--- src/rtl/tx_initiated_point_test_rx.sv ---
// Partner-die responder for the TX-initiated D2C point test. It answers the remote initiator's
// sideband requests, sequences the local pattern comparators and reports per-lane results.
module tx_initiated_point_test_rx #(
  parameter int NUM_LANES = 16
) (
  input  logic                 clk,
  input  logic                 rst_n,
  input  logic                 i_en,
  input  logic                 i_lfsr_or_perlane,
  input  logic [3:0]           i_sideband_message,
  input  logic [15:0]          i_sideband_data,
  input  logic                 i_sideband_message_valid,
  input  logic [NUM_LANES-1:0] i_lane_error,
  input  logic                 i_val_error,
  input  logic                 i_busy_negedge_detected,
  input  logic                 i_valid_tx,
  output logic [3:0]           o_sideband_message,
  output logic                 o_valid_rx,
  output logic [15:0]          o_sideband_data,
  output logic                 o_data_valid,
  output logic [1:0]           o_mainband_comparator_cw,
  output logic                 o_val_comparator_en,
  output logic                 o_test_ack_rx
);

  // state      | meaning
  // IDLE       | test disabled, all outputs low
  // WAIT_START | waiting for start request
  // WAIT_CLEAR | start answered, waiting for LFSR clear request
  // COMPARE    | comparators running, waiting for result request
  // WAIT_END   | result answered, waiting for end request
  // END_RESP   | end response issued, waiting for its handshake
  // FINISHED   | ack to LTSM held until enable drops
  typedef enum logic [2:0] {
    IDLE, WAIT_START, WAIT_CLEAR, COMPARE, WAIT_END, END_RESP, FINISHED
  } state_t;

  localparam logic [3:0] REQ_START  = 4'b0001;
  localparam logic [3:0] REQ_CLEAR  = 4'b0011;
  localparam logic [3:0] REQ_RESULT = 4'b0101;
  localparam logic [3:0] REQ_END    = 4'b0111;
  localparam logic [3:0] RSP_START  = 4'b0010;
  localparam logic [3:0] RSP_CLEAR  = 4'b0100;
  localparam logic [3:0] RSP_RESULT = 4'b0110;
  localparam logic [3:0] RSP_END    = 4'b1000;

  state_t      state;
  logic        valtrain;
  logic        burst;
  logic        comp_mode;
  logic [15:0] result;
  logic        req_start, req_clear, req_result, req_end;
  logic        hs_done;

  // burst is kept with the config but the responder's own behaviour does not depend on it
  logic unused_cfg;
  assign unused_cfg = ^{i_sideband_data[15:6], i_sideband_data[3:1], burst};

  assign req_start  = i_sideband_message_valid && (i_sideband_message == REQ_START);
  assign req_clear  = i_sideband_message_valid && (i_sideband_message == REQ_CLEAR);
  assign req_result = i_sideband_message_valid && (i_sideband_message == REQ_RESULT);
  assign req_end    = i_sideband_message_valid && (i_sideband_message == REQ_END);
  assign hs_done    = i_busy_negedge_detected & ~i_valid_tx;

  always_comb begin
    result = '0;
    if (valtrain)
      result[0] = ~i_val_error;
    else if (comp_mode)
      result[0] = ~|i_lane_error;
    else
      result[NUM_LANES-1:0] = ~i_lane_error;
  end

  always_ff @(posedge clk) begin
    if (!rst_n || !i_en) begin
      state                    <= IDLE;
      valtrain                 <= 1'b0;
      burst                    <= 1'b0;
      comp_mode                <= 1'b0;
      o_sideband_message       <= '0;
      o_valid_rx               <= 1'b0;
      o_sideband_data          <= '0;
      o_data_valid             <= 1'b0;
      o_mainband_comparator_cw <= 2'b00;
      o_val_comparator_en      <= 1'b0;
      o_test_ack_rx            <= 1'b0;
    end else begin
      // handshake clear comes first so that a same-cycle issue below overrides it
      if (hs_done) begin
        o_valid_rx      <= 1'b0;
        o_data_valid    <= 1'b0;
        o_sideband_data <= '0;
      end
      case (state)
        IDLE: state <= WAIT_START;
        WAIT_START: begin
          if (req_start) begin
            valtrain           <= i_sideband_data[0];
            burst              <= i_sideband_data[4];
            comp_mode          <= i_sideband_data[5];
            o_sideband_message <= RSP_START;
            o_valid_rx         <= 1'b1;
            o_data_valid       <= 1'b0;
            o_sideband_data    <= '0;
            state              <= WAIT_CLEAR;
          end
        end
        WAIT_CLEAR: begin
          if (req_clear) begin
            o_sideband_message <= RSP_CLEAR;
            o_valid_rx         <= 1'b1;
            o_data_valid       <= 1'b0;
            o_sideband_data    <= '0;
            if (!valtrain) o_mainband_comparator_cw <= 2'b01;
            state              <= COMPARE;
          end
        end
        COMPARE: begin
          if (req_result) begin
            o_mainband_comparator_cw <= 2'b00;
            o_val_comparator_en      <= 1'b0;
            o_sideband_message       <= RSP_RESULT;
            o_valid_rx               <= 1'b1;
            o_data_valid             <= 1'b1;
            o_sideband_data          <= result;
            state                    <= WAIT_END;
          end else if (valtrain) begin
            o_val_comparator_en <= 1'b1;
          end else if (o_mainband_comparator_cw == 2'b01) begin
            o_mainband_comparator_cw <= i_lfsr_or_perlane ? 2'b11 : 2'b10;
          end
        end
        WAIT_END: begin
          if (req_end) begin
            o_sideband_message <= RSP_END;
            o_valid_rx         <= 1'b1;
            o_data_valid       <= 1'b0;
            o_sideband_data    <= '0;
            state              <= END_RESP;
          end
        end
        END_RESP: begin
          if (!o_valid_rx || hs_done) begin
            o_test_ack_rx <= 1'b1;
            state         <= FINISHED;
          end
        end
        FINISHED: o_test_ack_rx <= 1'b1;
        default:  state <= IDLE;
      endcase
    end
  end

endmodule

--- config.mk ---
export PLATFORM = sky130hd
export DESIGN_NAME = tx_initiated_point_test_rx
export DESIGN_NICKNAME = d
export VERILOG_FILES = /design/src/rtl/tx_initiated_point_test_rx.sv
export SDC_FILE = /design/constraint.sdc
export NUM_CORES = 1
export LEC_CHECK = 0
export ABC_AREA = 1
export CAP_MARGIN = 20
export CORE_MARGIN = 2
export CORE_UTILIZATION = 45
export DETAILED_ROUTE_END_ITERATION = 7
export GPL_ROUTABILITY_DRIVEN = 1
export GPL_TIMING_DRIVEN = 0
export PLACE_DENSITY = 0.85
export REMOVE_ABC_BUFFERS = 1
export SYNTH_ARGS = -nofsm -noshare
export SYNTH_HDL_FRONTEND = slang
export SYNTH_SLANG_ARGS = --single-unit
--- constraint.sdc ---
create_clock -name clk -period 2.8 [get_ports clk]
set_input_delay 0.7 -clock clk [delete_from_list [all_inputs] [get_ports clk]]
set_output_delay 0.7 -clock clk [all_outputs]
set_load 0.01 [all_outputs]
### Word level (Yosys, flattened, before mapping)

Cells that the tools add are included.

* output and inout port bits: 26
* input port bits: 44
* register bits: 31
* word-level logic and storage cells: 100

* multiplexer cells: 44
* equality and inequality tests: 19
* reductions and logical operators: 22
* bitwise operators: 5

Operators with widths (count)
* $mux W16: 5
* $pmux W16 S4: 1
* $mux W15: 2
* $pmux W3 S7: 1
* $mux W1: 16
* $mux W4: 4
* $not A16 Y16: 1
* $pmux W4 S4: 1
* $reduce_or A16 Y1: 1
* $mux W3: 5
* $ne A2 B2 Y1 const B: 6
* $mux W2: 5
* $reduce_and A5 Y1: 2
* $eq A3 B3 Y1 const B: 3
* $eq A4 B3 Y1 const B: 2
* $pmux W1 S4: 2
* $eq A3 B2 Y1 const B: 2
* $ne A3 B3 Y1 const B: 2
* $reduce_and A2 Y1: 3
* $reduce_and A6 Y1: 1
* $reduce_bool A2 Y1: 3
* $eq A4 B1 Y1 const B: 1
* $eq A4 B2 Y1 const B: 1
* $logic_and A1 B1 Y1: 4
* 10 further kinds: 16

### Depth between registers and ports, before layout

Gate-level depths: netlist of run 1.

* depth after elaboration: 6
* mapped depth: 11
* mapped depth without buffers: 11

### Least setup slack after synthesis of run 1

Ideal clock, no wire load.

* path kind: input to register
* start point: in i_sideband_message_valid
* end point: reg o_mainband_comparator_cw[0]
* stages on the path: 10
* buffers on the path: 1
* data required time: 2.672 ns
* arrival: 1.583 ns
* setup slack: 1.090 ns
* library setup time: 0.128 ns
* cell sequence: nand2_1 nor2_2 nand2_2 nand2_2 buf_6 a21oi_2 nor2_1 nand2_1 o21ai_1 nor2_1

* cells in the longest elaborated chain, start to end: 3
* elaborated cells on any way between the ends: 8
* classes of those cells: eq/ne (3); mux (2); reduce/logical (3)

RTL lines
* start: declaration: line 12 `input logic i_sideband_message_valid,`
* $logic_and A1 B1 Y1, on equally long branches: line 61, 60
* $ne A3 B3 Y1 (no line), or another cell as far along
* $reduce_and A5 Y1 (no line) / $pmux W2 S2 (equally long branches)
* end signal: assignment: line 131 `o_mainband_comparator_cw <= i_lfsr_or_perlane ? 2'b11 : 2'b10;`
* end: declaration: line 21 `output logic [1:0] o_mainband_comparator_cw,`

Several ways; a longest one is shown, not always the timed one.
A chain may end at the register's enable or synchronous reset.

### Worst setup path after layout of run 1

* start point: in i_valid_tx
* end point: reg state[0]

* cells in the longest elaborated chain, start to end: 5

RTL lines
* start: declaration: line 16 `input logic i_valid_tx,`
* $not A1 Y1: line 63 `assign hs_done = i_busy_negedge_detected & ~i_valid_tx;`
* $and A1 B1 Y1: line 63
* $logic_or A1 B1 Y1: line 144 `if (!o_valid_rx || hs_done) begin`
* $ne A2 B2 Y1 (no line)
* $reduce_and A6 Y1 (no line)
* end signal: assignment: line 140 `state <= END_RESP;`
* end signal: assignment: line 146 `state <= FINISHED;`
* end signal: assignment: line 150 `default: state <= IDLE;`
* end: declaration: line 47 `state_t state;`

Every way passes these cells.

==> out/summary.txt, run 1 <==
dpl ws: 306 ps
clk sink count: 30
crit path cell chain: clkdlybuf4s50_1, inv_1, nand2_1, nand2_1, o21ai_0, nor2_1, nand2_1, nand2_1, a21oi_1
fillers: 307
Max VDD drop: 0.251 mV
DRT Pass-1 Iters: 4
internal power: 614 uW
type of the tightest min-delay check: flip-flop to flip-flop
setup TNS: 0 ps
worst path required time: 3070 ps
# placed instances: 334
fin nets: 339
GRT overflow: 0
status: completed
wire per inst: 11.7 um
Routed Antenna Nets: 0
hold_buf cts: 0
Leakage: 0.979 nW
commonest cells after routing, fill and taps aside: clkdlybuf4s50_1 (54), nand2_1 (44), inv_1 (34), nor2_1 (33), dfxtp_1 (30)
switching power share of the total: 27.1%
core area: 3420 um^2
CTS tree: yes
Worst path slowest cell: clkdlybuf4s50_1
Hold Slack: 474 ps
initial antenna violation count: 0
RSZ-0062 raised after global routing: no
setup ws final: 607 ps
Startpoint Class: input port
Final Util: 65.7%
critical path class: input port to flip-flop
Worst EP arrival: 2460 ps
Final Wtd Congestion: 0.878
CTS Buffer Depth: 2
Max-cap violations: 0
Pwr Density: 375 nW/um^2
relative slew slack: 59.7%
crit end category: flip-flop
DRC: 0
NetSw: 228 uW
H-tree Lvls: 2
die area: 4110 um^2
post-synthesis average cell area: 6.78 um^2
Hold Startpoint: o_test_ack_rx
# Post-CTS Setup Buffers: 0
FF-to-FF Start: state[0]
most common cell after layout, fill and taps aside: clkdlybuf4s50_1
Clock power frac: 32.4%
vias per cell: 5.01
CTS Buf Count: 5
largest net degree at the start of global routing: 19
Die H: 64.1 um
sequential share of the synthesized area: 36.9%
Seq pwr share: 52.0%
first-pass GRT wire length: 6690 um
Starting Density: 47.7%
final setup fails: 0
CP Max Fanout: 17
Fmax: 456 MHz
CP delay by family, top: simple AND/OR/NAND/NOR gates
crit path buf inv count: 2
count of final max-slew check failures: 0
cts repair resizes: 0
Layout area overhead: 37.9%
Slew @ Worst Pin: 604 ps
Fin. Hold Viols: 0
Non-Filler Instances: 342
Die X: 64.1 um
count of cell types in the netlist: 27
Crit path top cell by count: nand2_1
final WL: 4020 um
GRT Util Overall: 20.5%
starting DRC count in detailed routing: 124
worst setup path startpoint: i_valid_tx
Fin Clk Skew: 7.87 ps
Syn Inst Count: 240
DPL Wire Length: 3070 um
Period minus WS final: 2190 ps
ratio of cells with drive above 1 in the final layout: 10.1%
Port Buffers: 54
clock root cell: clkbuf_4
synth warn: 0
row count: 21
CTS clock-pin slew for the worst setup and hold paths: 90 ps
Ports: 70
Vias: 1713
worst skew pair latency: 340 ps
post-synthesis register bit count: 30
synthesized area: 1630 um^2
Comb pwr share: 15.6%
Tcrit/Tclk final: 78.3%
max incr delay on CP: 450 ps
Inserted Diodes: 0
vias in the first global route: 1565
==> power groups by stage <==
| stage | clock network (mW) | registers, mW | logic (mW) |
|---|---|---|---|
| after floorplan | 0 | 0.448 | 0.0641 |
| after global placement | 0 | 0.448 | 0.129 |
| after detailed placement | 0 | 0.448 | 0.131 |
| after CTS | 0.274 | 0.438 | 0.132 |
| after global routing | 0.297 | 0.439 | 0.143 |
| final | 0.273 | 0.438 | 0.131 |
==> cells by family after synthesis <==
group | count (synthesis) | share of synthesized area (%)
other cells | 1 | 0.230
simple gates | 113 | 34.7
buf+inv | 46 | 11.8
compound gates | 50 | 16.4
flops | 30 | 36.9
==> layer usage <==
metal,up-vias,GRT usage (%),part of all wire (%)
met5,-,0,0
met2,58,33.1,48
met1,771,26.1,44
li1,874,-,-
met4,0,10.4,2.5
met3,10,3.87,5.7
==> layout make-up <==
class,count,area (um^2),share of cell area [%]
multi-input combinational,164,836,37.2
clock inverter,1,5.00,0.223
sequential,30,601,26.8
timing repair buffer,54,541,24.1
tap,46,57.6,2.56
inverter,40,150,6.69
clock buffer,7,55.1,2.45
==> Yosys cell counts <==
cell type / count / area, um^2
a21oi_2: 1 / 8.76
o21ai_0: 6 / 30.0
buf_1: 1 / 3.75
nand2_4: 3 / 33.8
nor2_1: 33 / 124
buf_4: 1 / 7.51
nor2_2: 1 / 6.26
a21boi_0: 1 / 7.51
nand2_1: 44 / 165
nand4_1: 7 / 43.8
conb_1: 1 / 3.75
clkbuf_1: 2 / 7.51
buf_6: 2 / 22.5
nor3b_1: 1 / 7.51
o21ai_1: 14 / 70.1
inv_2: 6 / 22.5
a31oi_1: 1 / 6.26
nand2_2: 7 / 43.8
nor2_8: 2 / 40.0
nor2_4: 2 / 22.5
o22ai_1: 8 / 50.1
inv_1: 34 / 128
nand3_4: 1 / 17.5
dfxtp_1: 30 / 601
nand3_1: 11 / 55.1
a21oi_1: 19 / 95.1
nor3_1: 1 / 5.00
==> registers in the layout, indices dropped and copies added, names as in the netlist <==
name / flops
o_valid_rx: 1
o_test_ack_rx: 1
o_sideband_data: 16
o_val_comparator_en: 1
o_mainband_comparator_cw: 2
valtrain: 1
o_sideband_message: 3
comp_mode: 1
o_data_valid: 1
state: 3
==> tightest hold or removal path, delay by kind of cell (launching register included) <==
family                 cells  cell delay, ps
AOI/OAI and AO/OA          1              70
buffers and inverters      1              50
DFF                        1             320
==> stage by stage <==
stage | power (mW) | cell area (um^2)
floorplan | 0.512 | 1590
finish | 0.843 | 2240
global route | 0.879 | 2240
CTS | 0.844 | 2240
global placement | 0.577 | 2180
detailed placement | 0.579 | 2180
==> path summary, 6_finish.rpt <==
check                                          end  slack (ps)  cells after the start
worst max register to register  o_sideband_data[3]        1070                      7
worst max-delay path                      state[0]         610                      9
worst min-delay path                 o_test_ack_rx         470                      2
worst min register to register       o_test_ack_rx         470                      2
No activity file was read; power rests on OpenSTA's default activity.
==> run 2: changes to the inputs <==
- CORE_UTILIZATION: 45 -> 38
- PLACE_DENSITY: 0.85 -> 0.77
- clock period: 2.8 -> 1.78 ns (I/O delays scaled with it)
==> run 2 against run 1 <==
Effect of this change:
- non-clock buffer count grew 13
- global-route usage shrank 2.3 points
- die area grew 17%
- highest routed layer unchanged
- via count grew 2.8%
- final cell count grew 5.0%
- total power grew 81%
- flip-flop and latch count is the same
- combinational power grew 97%
- clock-buffer cell count is the same
- sequential power grew 58%
- critical path type unchanged
- cell area grew 9.3%
==> out/summary.txt, run 2 (synthesis gave the netlist of run 1 again) <==
max incr delay on CP: 490 ps (was 450 ps)
clk sink count: 30 (unchanged)
DRC: 0 (unchanged)
Pwr Density: 620 nW/um^2 (was 375 nW/um^2)
setup TNS: 0 ps (unchanged)
DRT Pass-1 Iters: 4 (unchanged)
GRT Util Overall: 18.2% (was 20.5%)
worst path required time: 1960 ps (was 3070 ps)
Max VDD drop: 0.443 mV (was 0.251 mV)
die area: 4820 um^2 (was 4110 um^2)
type of the tightest min-delay check: flip-flop to flip-flop (unchanged)
CTS Buffer Depth: 2 (unchanged)
final WL: 4340 um (was 4020 um)
ratio of cells with drive above 1 in the final layout: 17.8% (was 10.1%)
DPL Wire Length: 3120 um (was 3070 um)
Startpoint Class: input port (unchanged)
Die X: 69.5 um (was 64.1 um)
Period minus WS final: 1710 ps
Starting Density: 40.1% (was 47.7%)
Port Buffers: 54 (unchanged)
Slew @ Worst Pin: 610 ps (was 604 ps)
Hold Slack: 473 ps (was 474 ps)
fin nets: 352 (was 339)
Layout area overhead: 50.7% (was 37.9%)
clock root cell: clkbuf_8 (was clkbuf_4)
Fin Clk Skew: 8.09 ps (was 7.87 ps)
Worst EP arrival: 1890 ps (was 2460 ps)
hold depth: 2 (unchanged)
commonest cells after routing, fill and taps aside: clkdlybuf4s50_1 (50), nand2_1 (39), inv_1 (32), nor2_1 (30), dfxtp_1 (28) (was clkdlybuf4s50_1 (54), nand2_1 (44), inv_1 (34), nor2_1 (33), dfxtp_1 (30))
Tcrit/Tclk final: 95.8%
Post-Layout Inst Area: 2450 um^2 (was 2240 um^2)
critical path class: input port to flip-flop (unchanged)
relative slew slack: 59.2% (was 59.7%)
CTS tree: yes (unchanged)
GRT overflow: 0 (unchanged)
Worst path slowest cell: clkdlybuf4s50_1 (unchanged)
final setup fails: 0 (unchanged)
vias per cell: 4.91 (was 5.01)
hold_buf cts: 0 (unchanged)
Ports: 70 (unchanged)
status: completed (unchanged)
Regs by FF count: o_sideband_data (16), o_sideband_message (3), state (3) (unchanged)
initial antenna violation count: 0 (unchanged)
worst skew pair latency: 280 ps (was 340 ps)
row count: 23 (was 21)
Crit path top cell by count: inv_1 (was nand2_1)
worst reg2reg path depth: 8 (was 7)
CP Max Fanout: 4 (was 17)
Max-cap violations: 0 (unchanged)
Largest Register: o_sideband_data (unchanged)
number of flip-flops in the largest register: 16 (unchanged)
starting DRC count in detailed routing: 86 (was 124)
CTS clock-pin slew for the worst setup and hold paths: 60 ps (was 90 ps)
Inserted Diodes: 0 (unchanged)
Fin. Hold Viols: 0 (unchanged)
Routed Antenna Nets: 0 (unchanged)
Final Wtd Congestion: 0.810 (was 0.878)
most common cell after layout, fill and taps aside: clkdlybuf4s50_1 (unchanged)
count of final max-slew check failures: 0 (unchanged)
wire per inst: 12.1 um (was 11.7 um)
H-tree Lvls: 2 (unchanged)
Die H: 69.5 um (was 64.1 um)
CTS Buf Count: 5 (unchanged)
largest net degree at the start of global routing: 18 (was 19)
Placed Area: 2190 um^2 (was 2180 um^2)
crit end category: flip-flop (unchanged)
Vias: 1761 (was 1713)
Fmax: 586 MHz
# placed instances: 338 (was 334)
vias in the first global route: 1658 (was 1565)
core area: 4060 um^2 (was 3420 um^2)
Non-Filler Instances: 359 (was 342)
crit path cell chain: clkdlybuf4s50_1, inv_1, nor2_4, nand2_1, nand2_1, inv_1, nor2_8, buf_4, nor2_1, o21ai_1, inv_1 (was clkdlybuf4s50_1, inv_1, nand2_1, nand2_1, o21ai_0, nor2_1, nand2_1, nand2_1, a21oi_1)
first-pass GRT wire length: 7270 um (was 6690 um)
Leakage: 1.10 nW (was 0.979 nW)
## run 2: changes by cell type in the layout (fill, tap and decap cells not counted), sizes merged
cell | previous run | this run
buf | 0 | 13
clkinvlp | 0 | 1
inv | 40 | 39
dlymetal6s2s | 0 | 4
clkdlybuf4s50 | 54 | 50
## run 2: worst paths after layout
kind	startpoint	end	slack, ps
max reg2reg	state[0]	o_sideband_data[14]	170
max	i_sideband_message[2]	o_sideband_data[14]	70
min	comp_mode	comp_mode	470
min reg2reg	comp_mode	comp_mode	470
## run 2: routing by layer
| layer | routed length (um) | vias to the layer above | GRT usage (%) |
|---|---|---|---|
| li1 | - | 906 | - |
| met1 | 1960 | 808 | 22.4 |
| met2 | 2140 | 40 | 31.2 |
| met3 | 185 | 7 | 3.92 |
| met4 | 63 | 0 | 6.75 |
| met5 | 0 | - | 0 |
## run 2: per-stage QoR
stage	worst slack (ps)	utilization, %	total power [mW]
after detailed placement	-491	54.0	0.910
after CTS	11.8	57.0	1.48
after global placement	-493	54.0	0.908
final	74.2	60.4	1.52
after global routing	-37.1	60.4	1.57
after floorplan	262	-	0.806
## run 2: report_power, final
group | switching (mW) | internal, mW
logic | 0.126 | 0.132
registers | 0.0106 | 0.679
clock network | 0.262 | 0.312
## run 2: what timing repair did
item,CTS,global route
gates resized for setup,3,20
setup buffers,3,10
endpoints found under the setup margin,18,25
pin swaps,1,9
## run 2: final cells by class
class                           instances  area [um^2]
Tap cell                               50         62.6
Clock buffer                            7         86.3
Fill cell                             367         1610
Multi-Input combinational cell        164          881
Clock inverter                          1         5.00
Timing Repair Buffer                   67          661
Inverter                               40          154
Sequential cell                        30          603
## run 2: critical path, delay by kind of cell
family / cells / cell delay (ps)
AOI/OAI and AO/OA: 1 / 120
buffers and inverters: 5 / 860
and+or+nand+nor: 5 / 450
